--- config.mk ---
export PLATFORM = sky130hd
export DESIGN_NAME = spi_controller
export DESIGN_NICKNAME = d
export VERILOG_FILES = /design/src/rtl/spi_pkg.sv /design/src/rtl/spi_controller.sv
export SDC_FILE = /design/constraint.sdc
export NUM_CORES = 1
export LEC_CHECK = 0
export ABC_CLOCK_PERIOD_IN_PS = 2300
export BUFFER_PORTS_ARGS = -buffer_cell sky130_fd_sc_hd__buf_2
export CAP_MARGIN = 10
export CORE_MARGIN = 2
export CORE_UTILIZATION = 25
export DETAILED_ROUTE_END_ITERATION = 7
export HOLD_SLACK_MARGIN = 0.03
export PLACE_DENSITY = 0.47
export SYNTH_ARGS = -nofsm -noshare
export SYNTH_HDL_FRONTEND = slang
export SYNTH_SLANG_ARGS = --single-unit
--- constraint.sdc ---
create_clock -name clk -period 2.3 [get_ports clk]
set_clock_uncertainty 0.2 [all_clocks]
set_input_delay 0.115 -clock clk [delete_from_list [all_inputs] [get_ports clk]]
set_output_delay 0.115 -clock clk [all_outputs]
set_load 0.02 [all_outputs]
--- src/rtl/spi_pkg.sv ---
// Shared SPI definitions: controller FSM states, frame width and the
// register map decoded by spi_peripheral.
package spi_pkg;

    localparam int FRAME_W = 16;

    typedef enum logic [2:0] {
        IDLE  = 3'd0,
        SETUP = 3'd1,
        HIGH  = 3'd2,
        LOW   = 3'd3,
        HOLD  = 3'd4,
        GAP   = 3'd5
    } spi_state_e;

    localparam logic [6:0] ADDR_OUT_7_0    = 7'h00;
    localparam logic [6:0] ADDR_OUT_15_8   = 7'h01;
    localparam logic [6:0] ADDR_PWM_7_0    = 7'h02;
    localparam logic [6:0] ADDR_PWM_15_8   = 7'h03;
    localparam logic [6:0] ADDR_DUTY_CYCLE = 7'h04;

    function automatic logic [FRAME_W-1:0] build_frame(
        input logic       rw,
        input logic [6:0] addr,
        input logic [7:0] data
    );
        return {rw, addr, data};
    endfunction

endpackage

--- src/rtl/spi_controller.sv ---
// SPI mode-0 write initiator: serialises one {rw, addr[6:0], data[7:0]}
// frame per accepted request, MSB first, on nCS/SCLK/COPI.
module spi_controller
    import spi_pkg::*;
#(
    parameter int unsigned HALF_PERIOD = 4,
    parameter int unsigned CS_GAP      = 4
) (
    input  logic       clk,
    input  logic       rst,
    input  logic       req_valid,
    output logic       req_ready,
    input  logic       req_rw,
    input  logic [6:0] req_addr,
    input  logic [7:0] req_data,
    output logic       done,
    output logic       nCS,
    output logic       SCLK,
    output logic       COPI
);

    localparam int unsigned CNT_MAX = (HALF_PERIOD > CS_GAP) ? HALF_PERIOD : CS_GAP;
    localparam int unsigned CNT_W   = $clog2(CNT_MAX + 1);
    localparam int unsigned BIT_W   = $clog2(FRAME_W);

    localparam logic [CNT_W-1:0] HP_LAST  = CNT_W'(HALF_PERIOD - 1);
    localparam logic [CNT_W-1:0] GAP_LAST = CNT_W'(CS_GAP - 1);
    localparam logic [CNT_W-1:0] CNT_ZERO = CNT_W'(0);
    localparam logic [CNT_W-1:0] CNT_ONE  = CNT_W'(1);
    localparam logic [BIT_W-1:0] BIT_LAST = BIT_W'(FRAME_W - 1);
    localparam logic [BIT_W-1:0] BIT_ZERO = BIT_W'(0);
    localparam logic [BIT_W-1:0] BIT_ONE  = BIT_W'(1);

    spi_state_e         state_r;
    logic [CNT_W-1:0]   cnt_r;
    logic [BIT_W-1:0]   bit_cnt_r;
    logic [FRAME_W-1:0] shift_r;
    logic               req_ready_r;
    logic               done_r;
    logic               ncs_r;
    logic               sclk_r;
    logic               copi_r;
    logic               hp_end_s;
    logic               gap_end_s;

    assign hp_end_s  = (cnt_r == HP_LAST);
    assign gap_end_s = (cnt_r == GAP_LAST);

    // Frame sequencer; every bus output is a register so nCS/SCLK/COPI never glitch.
    always_ff @(posedge clk or posedge rst) begin
        if (rst) begin
            state_r     <= IDLE;
            cnt_r       <= CNT_ZERO;
            bit_cnt_r   <= BIT_ZERO;
            shift_r     <= {FRAME_W{1'b0}};
            req_ready_r <= 1'b1;
            done_r      <= 1'b0;
            ncs_r       <= 1'b1;
            sclk_r      <= 1'b0;
            copi_r      <= 1'b0;
        end else begin
            done_r <= 1'b0;
            case (state_r)
                IDLE: begin
                    if (req_valid && req_ready_r) begin
                        shift_r     <= build_frame(req_rw, req_addr, req_data);
                        copi_r      <= req_rw;
                        ncs_r       <= 1'b0;
                        bit_cnt_r   <= BIT_ZERO;
                        cnt_r       <= CNT_ZERO;
                        req_ready_r <= 1'b0;
                        state_r     <= SETUP;
                    end
                end
                SETUP: begin
                    if (hp_end_s) begin
                        cnt_r   <= CNT_ZERO;
                        sclk_r  <= 1'b1;
                        state_r <= HIGH;
                    end else begin
                        cnt_r <= cnt_r + CNT_ONE;
                    end
                end
                HIGH: begin
                    if (hp_end_s) begin
                        cnt_r  <= CNT_ZERO;
                        sclk_r <= 1'b0;
                        if (bit_cnt_r == BIT_LAST) begin
                            state_r <= HOLD;
                        end else begin
                            // COPI only moves on the falling edge, keeping it stable across rises.
                            shift_r   <= {shift_r[FRAME_W-2:0], 1'b0};
                            copi_r    <= shift_r[FRAME_W-2];
                            bit_cnt_r <= bit_cnt_r + BIT_ONE;
                            state_r   <= LOW;
                        end
                    end else begin
                        cnt_r <= cnt_r + CNT_ONE;
                    end
                end
                LOW: begin
                    if (hp_end_s) begin
                        cnt_r   <= CNT_ZERO;
                        sclk_r  <= 1'b1;
                        state_r <= HIGH;
                    end else begin
                        cnt_r <= cnt_r + CNT_ONE;
                    end
                end
                HOLD: begin
                    if (hp_end_s) begin
                        cnt_r   <= CNT_ZERO;
                        ncs_r   <= 1'b1;
                        copi_r  <= 1'b0;
                        state_r <= GAP;
                    end else begin
                        cnt_r <= cnt_r + CNT_ONE;
                    end
                end
                GAP: begin
                    if (gap_end_s) begin
                        cnt_r       <= CNT_ZERO;
                        done_r      <= 1'b1;
                        req_ready_r <= 1'b1;
                        state_r     <= IDLE;
                    end else begin
                        cnt_r <= cnt_r + CNT_ONE;
                    end
                end
                default: begin
                    state_r     <= IDLE;
                    cnt_r       <= CNT_ZERO;
                    bit_cnt_r   <= BIT_ZERO;
                    req_ready_r <= 1'b1;
                    ncs_r       <= 1'b1;
                    sclk_r      <= 1'b0;
                    copi_r      <= 1'b0;
                end
            endcase
        end
    end

    assign req_ready = req_ready_r;
    assign done      = done_r;
    assign nCS       = ncs_r;
    assign SCLK      = sclk_r;
    assign COPI      = copi_r;

endmodule

==> results of run 1 <==
synth_stat cells (2+ instances only):
library cell / count / area, µm²
dfrtp_1: 28 / 701
o21ai_0: 19 / 95.1
o21ai_1: 18 / 90.1
mux2i_1: 16 / 160
nand2_1: 8 / 30.0
nor2_1: 8 / 30.0
a21oi_1: 7 / 35.0
inv_1: 5 / 18.8
nand3_1: 4 / 20.0
buf_2: 3 / 15.0
buf_6: 3 / 33.8
clkbuf_1: 3 / 11.3
nor2b_1: 3 / 18.8
o22ai_1: 3 / 18.8
a32oi_1: 2 / 17.5
buf_4: 2 / 15.0
dfstp_2: 2 / 52.6
ha_1: 2 / 25.0
nand2b_1: 2 / 12.5
o32ai_1: 2 / 17.5
flip-flops by register name, summed over array words and instances (netlist names):
name / count
SCLK: 1
shift_r: 15
cnt_r: 3
done: 1
req_ready: 1
bit_cnt_r: 4
state_r: 3
nCS: 1
COPI: 1
layer usage:
metal	vias up	global-route usage	routed length, µm	share of wire
met5	-	0	0	0
met4	0	0.0373	35	0.0094
met3	4	0.0358	153	0.041
met2	26	0.165	1590	0.43
met1	643	0.163	1950	0.52
li1	669	-	-	-
layout make-up:
class,instances,area [µm²]
fillers,613,3920
clock buffers,6,82.6
flip-flops and latches,30,753
inverters,5,18.8
repair buffers,47,340
multi-input cells,114,727
well taps,75,93.8
clock inverters,2,60.1
where the power goes:
group | total [µW] | switching, µW | internal (µW)
logic | 949 | 536 | 413
clock network | 678 | 216 | 462
registers | 877 | 147 | 730
critical path, delay by kind of cell (launching register included):
kind | cells | cell delay [ns]
buffers and inverters | 1 | 0.22
flip-flops | 1 | 0.38
AO/OA/AOI/OAI | 3 | 0.39
AND/OR/NAND/NOR | 1 | 0.34
adder cells (fa/ha/maj) | 1 | 0.21
how the worst max path moves through the flow:
stage | to | slack (ns) | cells past startpoint
after floorplan | COPI | 0.46 | 7
after global placement | bit_cnt_r[2] | 0.44 | 6
after CTS | state_r[2] | 0.43 | 6
after global routing | shift_r[8] | 0.26 | 6
final | bit_cnt_r[2] | 0.44 | 6
after detailed placement | bit_cnt_r[2] | 0.45 | 6
kinds of logic (layout without fill, tap and decap cells):
logic type                 after synthesis  after routing  synth area share
AOI/OAI and AO/OA                       57             57             0.206
adders and majority gates                2              2            0.0159
buffers and inverters                   16             60            0.0596
DFF                                     30             30             0.479
muxes                                   16             16             0.102
and+or+nand+nor                         39             39             0.138
metrics by stage:
stage	power [µW]	instances	area, µm²
final	2500	279	2080
after global placement	1820	253	1750
after CTS	2530	279	2080
after global routing	2700	279	2080
after floorplan	1600	160	1570
after detailed placement	1830	253	1750
==> results_dict.tcl, run 1 <==
set metrics [dict create \
    status "completed" \
    cts_tree "built" \
    drv_cap 0 \
    post_cts_resized 0 \
    drt-initial-drc-count 79 \
    finalHoldViolCount 0 \
    min_path_type "primary input to async pin" \
    ir_drop_uv 474 \
    via_per_inst 4.81 \
    seq_area_frac_synth 0.479 \
    drc 0 \
    numCtsBuffers 5 \
    cp.arrival_ns 1.83 \
    die_x_um 83.3 \
    num-nets-final 224 \
    grt-ovfl-total 0 \
    synthCells 160 \
    dominantRegCellSynth "dfrtp_1" \
    gp_congestion 0.741 \
    tightest_slew_ns 0.590 \
    cp_slowest_cell "dfrtp_1" \
    final_cell_mix "dfrtp_1, buf_2, o21ai_0" \
    antenna_left 0 \
    p_leak_uw 0.000982 \
    r2r-start "cnt_r[0]" \
    r2r-end "bit_cnt_r[2]" \
    post-route-period-util 0.809 \
    final_common_cell "dfrtp_1" \
    grtUsageTotal 0.115 \
    r2r_slack_ns 0.44 \
    cts-root-buf "clkbuf_8" \
    fin_ws_ns 0.440 \
    period_minus_slack_ns 1.86 \
    coreArea_um2 5990 \
    synthArstFlopShare 1.00 \
    clock_latency_ns 0.28 \
    portBuffers 23 \
    finalSetupViolations 0 \
    clock_sinks 30 \
    p_per_area_nw_per_um2 1210 \
    vias 1342 \
    layout-drive-gt1-share 0.216 \
    first_pass_iters 4 \
    grt_antenna_before_repair 0 \
    worst_path_largest_cell_delay_ns 0.38 \
    drt_wl_total_mm 3.73 \
    dp_hpwl_mm 2.39 \
    rows 28 \
    max-slew-margin-rel 0.606 \
    drv_slew 0 \
    path_clk_slew_ns 0.07 \
    avgSynthCellArea_um2 9.84 \
    grt_max_degree 31 \
    grt_pass1_wl_mm 6.47 \
    io_pins 24 \
    cts-htree-levels 2 \
    postCtsHoldBufs 18 \
    cp-start-kind "register" \
    area_growth_pct 31.9 \
    clk_path_buf_depth 2 \
    rr_worst_depth 6 \
    syn_nets 181 \
    post-route-util 0.346 \
    ys_types 40 \
    routedWlPerCell_um 13.4 \
    dp_slack_ns 0.446 \
    die_h_um 83.3 \
    rsz0062_at_grt "false" \
    synth_warnings 0 \
    fin_setup_tns_ns 0 \
    yosys_register_bits 30 \
    hold_ws_ns 0.249 \
    grt_pass1_vias 1308 \
    syn-cell-area_um2 1570 \
    required_ns 2.26 \
    end_kind "register" \
    path_cells "ha_1 -> nor2b_1 -> buf_4 -> a32oi_1 -> a21oi_1 -> o22ai_1" \
    clock.fmax_ghz 0.538 \
    critPathMaxFanout 7 \
    start_util 0.263 \
    cp-startpoint "cnt_r[0]" \
    antenna_cells 0 \
    worst-setup-path-type "register to register" \
    dieArea_um2 6950 \
    cts_setup_buffers 0 \
    synth_edf_count 0 \
]
Note: power is estimated with default switching activity, not from simulation.
==> run 2, diff against run 1 <==
Settings changed: ABC_AREA set to 1, ABC_CLOCK_PERIOD_IN_PS 2300 to 1550, PLACE_DENSITY 0.47 to 0.48.
Clock period 2.3 ns to 1.55 ns, I/O delays scaled along.
==> run 2 against run 1 <==
  * Sequential share of layout area is 6.4 points lower
  * Maximum frequency up 24%
  * Via count grew 21%
  * Critical path type unchanged
  * Largest power group unchanged
==> results_dict.tcl, run 2 <==
set metrics [dict create \
    synthArstFlopShare 1.00 \
    crit_top_cell "nand2_4" \
    via_per_inst 4.30 \
    max-slew-margin-rel 0.728 \
    period_minus_slack_ns 1.50 \
    use_met3 0.0289 \
    ys_top_cells_by_area "dfrtp_1, nand2_1, nand3_1, o21ai_0, dfstp_2" \
    numCtsBuffers 5 \
    io_pins 24 \
    final_common_cell "nand2_1" \
    hold_ws_ns 0.226 \
    drv_slew 0 \
    worst_path_largest_cell_delay_ns 0.48 \
    first_pass_iters 6 \
    busiest_layer "met2" \
    drt-initial-drc-count 60 \
    path_cells "inv_4 -> nand2_4 -> nor2_8 -> nand2_4 -> nand2_8 -> buf_6 -> nand3_1 -> nand2_1" \
    cp-start-kind "register" \
    antenna_left 0 \
    largest_reg_flops 15 \
    p_per_area_nw_per_um2 1970 \
    cts-htree-levels 2 \
    drt_wl_total_mm 4.18 \
    crit_buf_inv 2 \
    synth_most_common_cell "nand2_1" \
    antenna_cells 0 \
    drv_cap 0 \
    yosys.area_share.simple 0.426 \
    fillers 684 \
    dp_hpwl_mm 2.86 \
    grt_pass1_vias 1624 \
    rsz0062_at_grt "true" \
    finalHoldViolCount 0 \
    coreArea_um2 6420 \
    required_ns 1.57 \
    r2r-end "shift_r[2]" \
    status "completed" \
    postPlaceCellArea_um2 2070 \
    synth_top_cell_area_share 0.419 \
    synth.largest_area_cell "dfrtp_1" \
    largest_register "shift_r" \
    area_growth_pct 51.3 \
    synth_compound_area_frac 0.0389 \
    layout-drive-gt1-share 0.333 \
    final_area_um2 2530 \
    final_cell_mix "nand2_1, buf_4, nand3_1" \
    stdcell_count 377 \
    synth_mux_area_frac 0 \
    grtUsageMet2 0.196 \
    rr_worst_depth 8 \
    vias 1620 \
    die_h_um 85.8 \
    synth_top_family_by_area "simple AND/OR/NAND/NOR gates" \
    dominantRegCellSynth "dfrtp_1" \
    crit_family "simple AND/OR/NAND/NOR gates" \
    clock_latency_ns 0.28 \
    rows 29 \
    finalSetupViolations 0 \
    grt_antenna_before_repair 0 \
    synth_edf_count 0 \
    cts_tree "built" \
    seq_area_frac_synth 0.451 \
    grtUsageTotal 0.120 \
    routedWlPerCell_um 11.1 \
    synth_xor_area_frac 0.00524 \
    biggestRegsByFlops "shift_r x15, bit_cnt_r x4" \
    ir_drop_uv 804 \
    clock_sinks 30 \
    worst-setup-path-type "register to register" \
    clock.fmax_ghz 0.666 \
    path_clk_slew_ns 0.07 \
    gp_congestion 0.803 \
    ys_types 24 \
    cts-root-buf "clkbuf_8" \
    end_kind "register" \
    ys_top_cells_by_count "nand2_1, nand3_1, dfrtp_1" \
    min_path_type "primary input to async pin" \
    die_x_um 85.8 \
    critPathMaxFanout 8 \
    yosys_register_bits 30 \
    num-nets-final 320 \
    dieArea_um2 7360 \
    cp.arrival_ns 1.52 \
    placedCellCount 348 \
    synth_warnings 0 \
    post-route-period-util 0.969 \
    post-route-util 0.394 \
    grt_pass1_wl_mm 7.01 \
    synthCells 223 \
    syn_nets 244 \
    cp_slowest_cell "dfrtp_2" \
    r2r_slack_ns 0.05 \
    grt_max_degree 31 \
    syn-cell-area_um2 1670 \
    r2r-start "state_r[2]" \
    synthAdderAreaFrac 0.0150 \
    avgSynthCellArea_um2 7.50 \
    tightest_slew_ns 0.408 \
    drc 0 \
    grt-ovfl-total 0 \
    grt_use_met1 0.156 \
    portBuffers 23 \
    start_util 0.260 \
    clk_path_buf_depth 2 \
    p_leak_uw 0.00130 \
]
run 2: per-stage QoR:
| step | setup TNS, ns | total power [µW] | setup slack, ns |
|---|---|---|---|
| after global placement | -0.566 | 3800 | -0.0585 |
| after CTS | 0 | 4580 | 0.000562 |
| after detailed placement | -0.663 | 3820 | -0.0672 |
| after floorplan | 0 | 2960 | 0.00422 |
| final | 0 | 4970 | 0.0488 |
| after global routing | -0.102 | 5430 | -0.0193 |
run 2: per-layer routing:
metal	share of wire	vias to the layer above	wire length (µm)
li1	-	860	-
met1	0.50	723	2090
met2	0.45	28	1890
met3	0.031	9	130
met4	0.018	0	74
met5	0	-	0
run 2: final cells by class:
class	instances	area, µm²	share of cell area
Clock buffer	7	86.3	0.0341
Inverter	12	55.1	0.0218
Clock inverter	1	5.00	0.00198
Timing Repair Buffer	75	589	0.233
Sequential cell	30	757	0.299
Multi-Input combinational cell	175	940	0.372
Tap cell	77	96.3	0.0381
run 2: power by group:
part | switching (µW) | internal (µW)
clock | 307 | 358
combinational | 1710 | 1310
sequential | 191 | 1100
total | 2210 | 2760
run 2: cell families (layout without fill, tap and decap cells):
family,count (synthesis),in the layout
flip-flops,30,30
XOR/XNOR,1,1
AND/OR/NAND/NOR,158,159
adder cells (fa/ha/maj),2,2
buffers and inverters,19,95
AO/OA/AOI/OAI,13,13
run 2: how the worst max path moves through the flow:
stage | from | endpoint | cells after the start
detailed placement | state_r[1] | bit_cnt_r[2] | 7
floorplan | state_r[0] | shift_r[14] | 8
global placement | state_r[1] | bit_cnt_r[2] | 7
finish | state_r[2] | shift_r[2] | 8
global route | cnt_r[0] | bit_cnt_r[3] | 9
CTS | bit_cnt_r[0] | shift_r[0] | 7
run 2: what timing repair did:
action | in CTS | in global routing
setup endpoints to repair | 23 | 27
cloned | 0 | 1
resized for setup | 7 | 34
setup buffers | 0 | 2
hold buffers | 18 | 0
pin swaps | 1 | 13
endpoints found under the hold margin | 48 | 0
run 2: tightest hold or removal path, stage by stage:
cell,delay (ns)
dlygate4sd3_1,0.53
buf_2,0.12
inv_1,0.04
buf_4,0.36
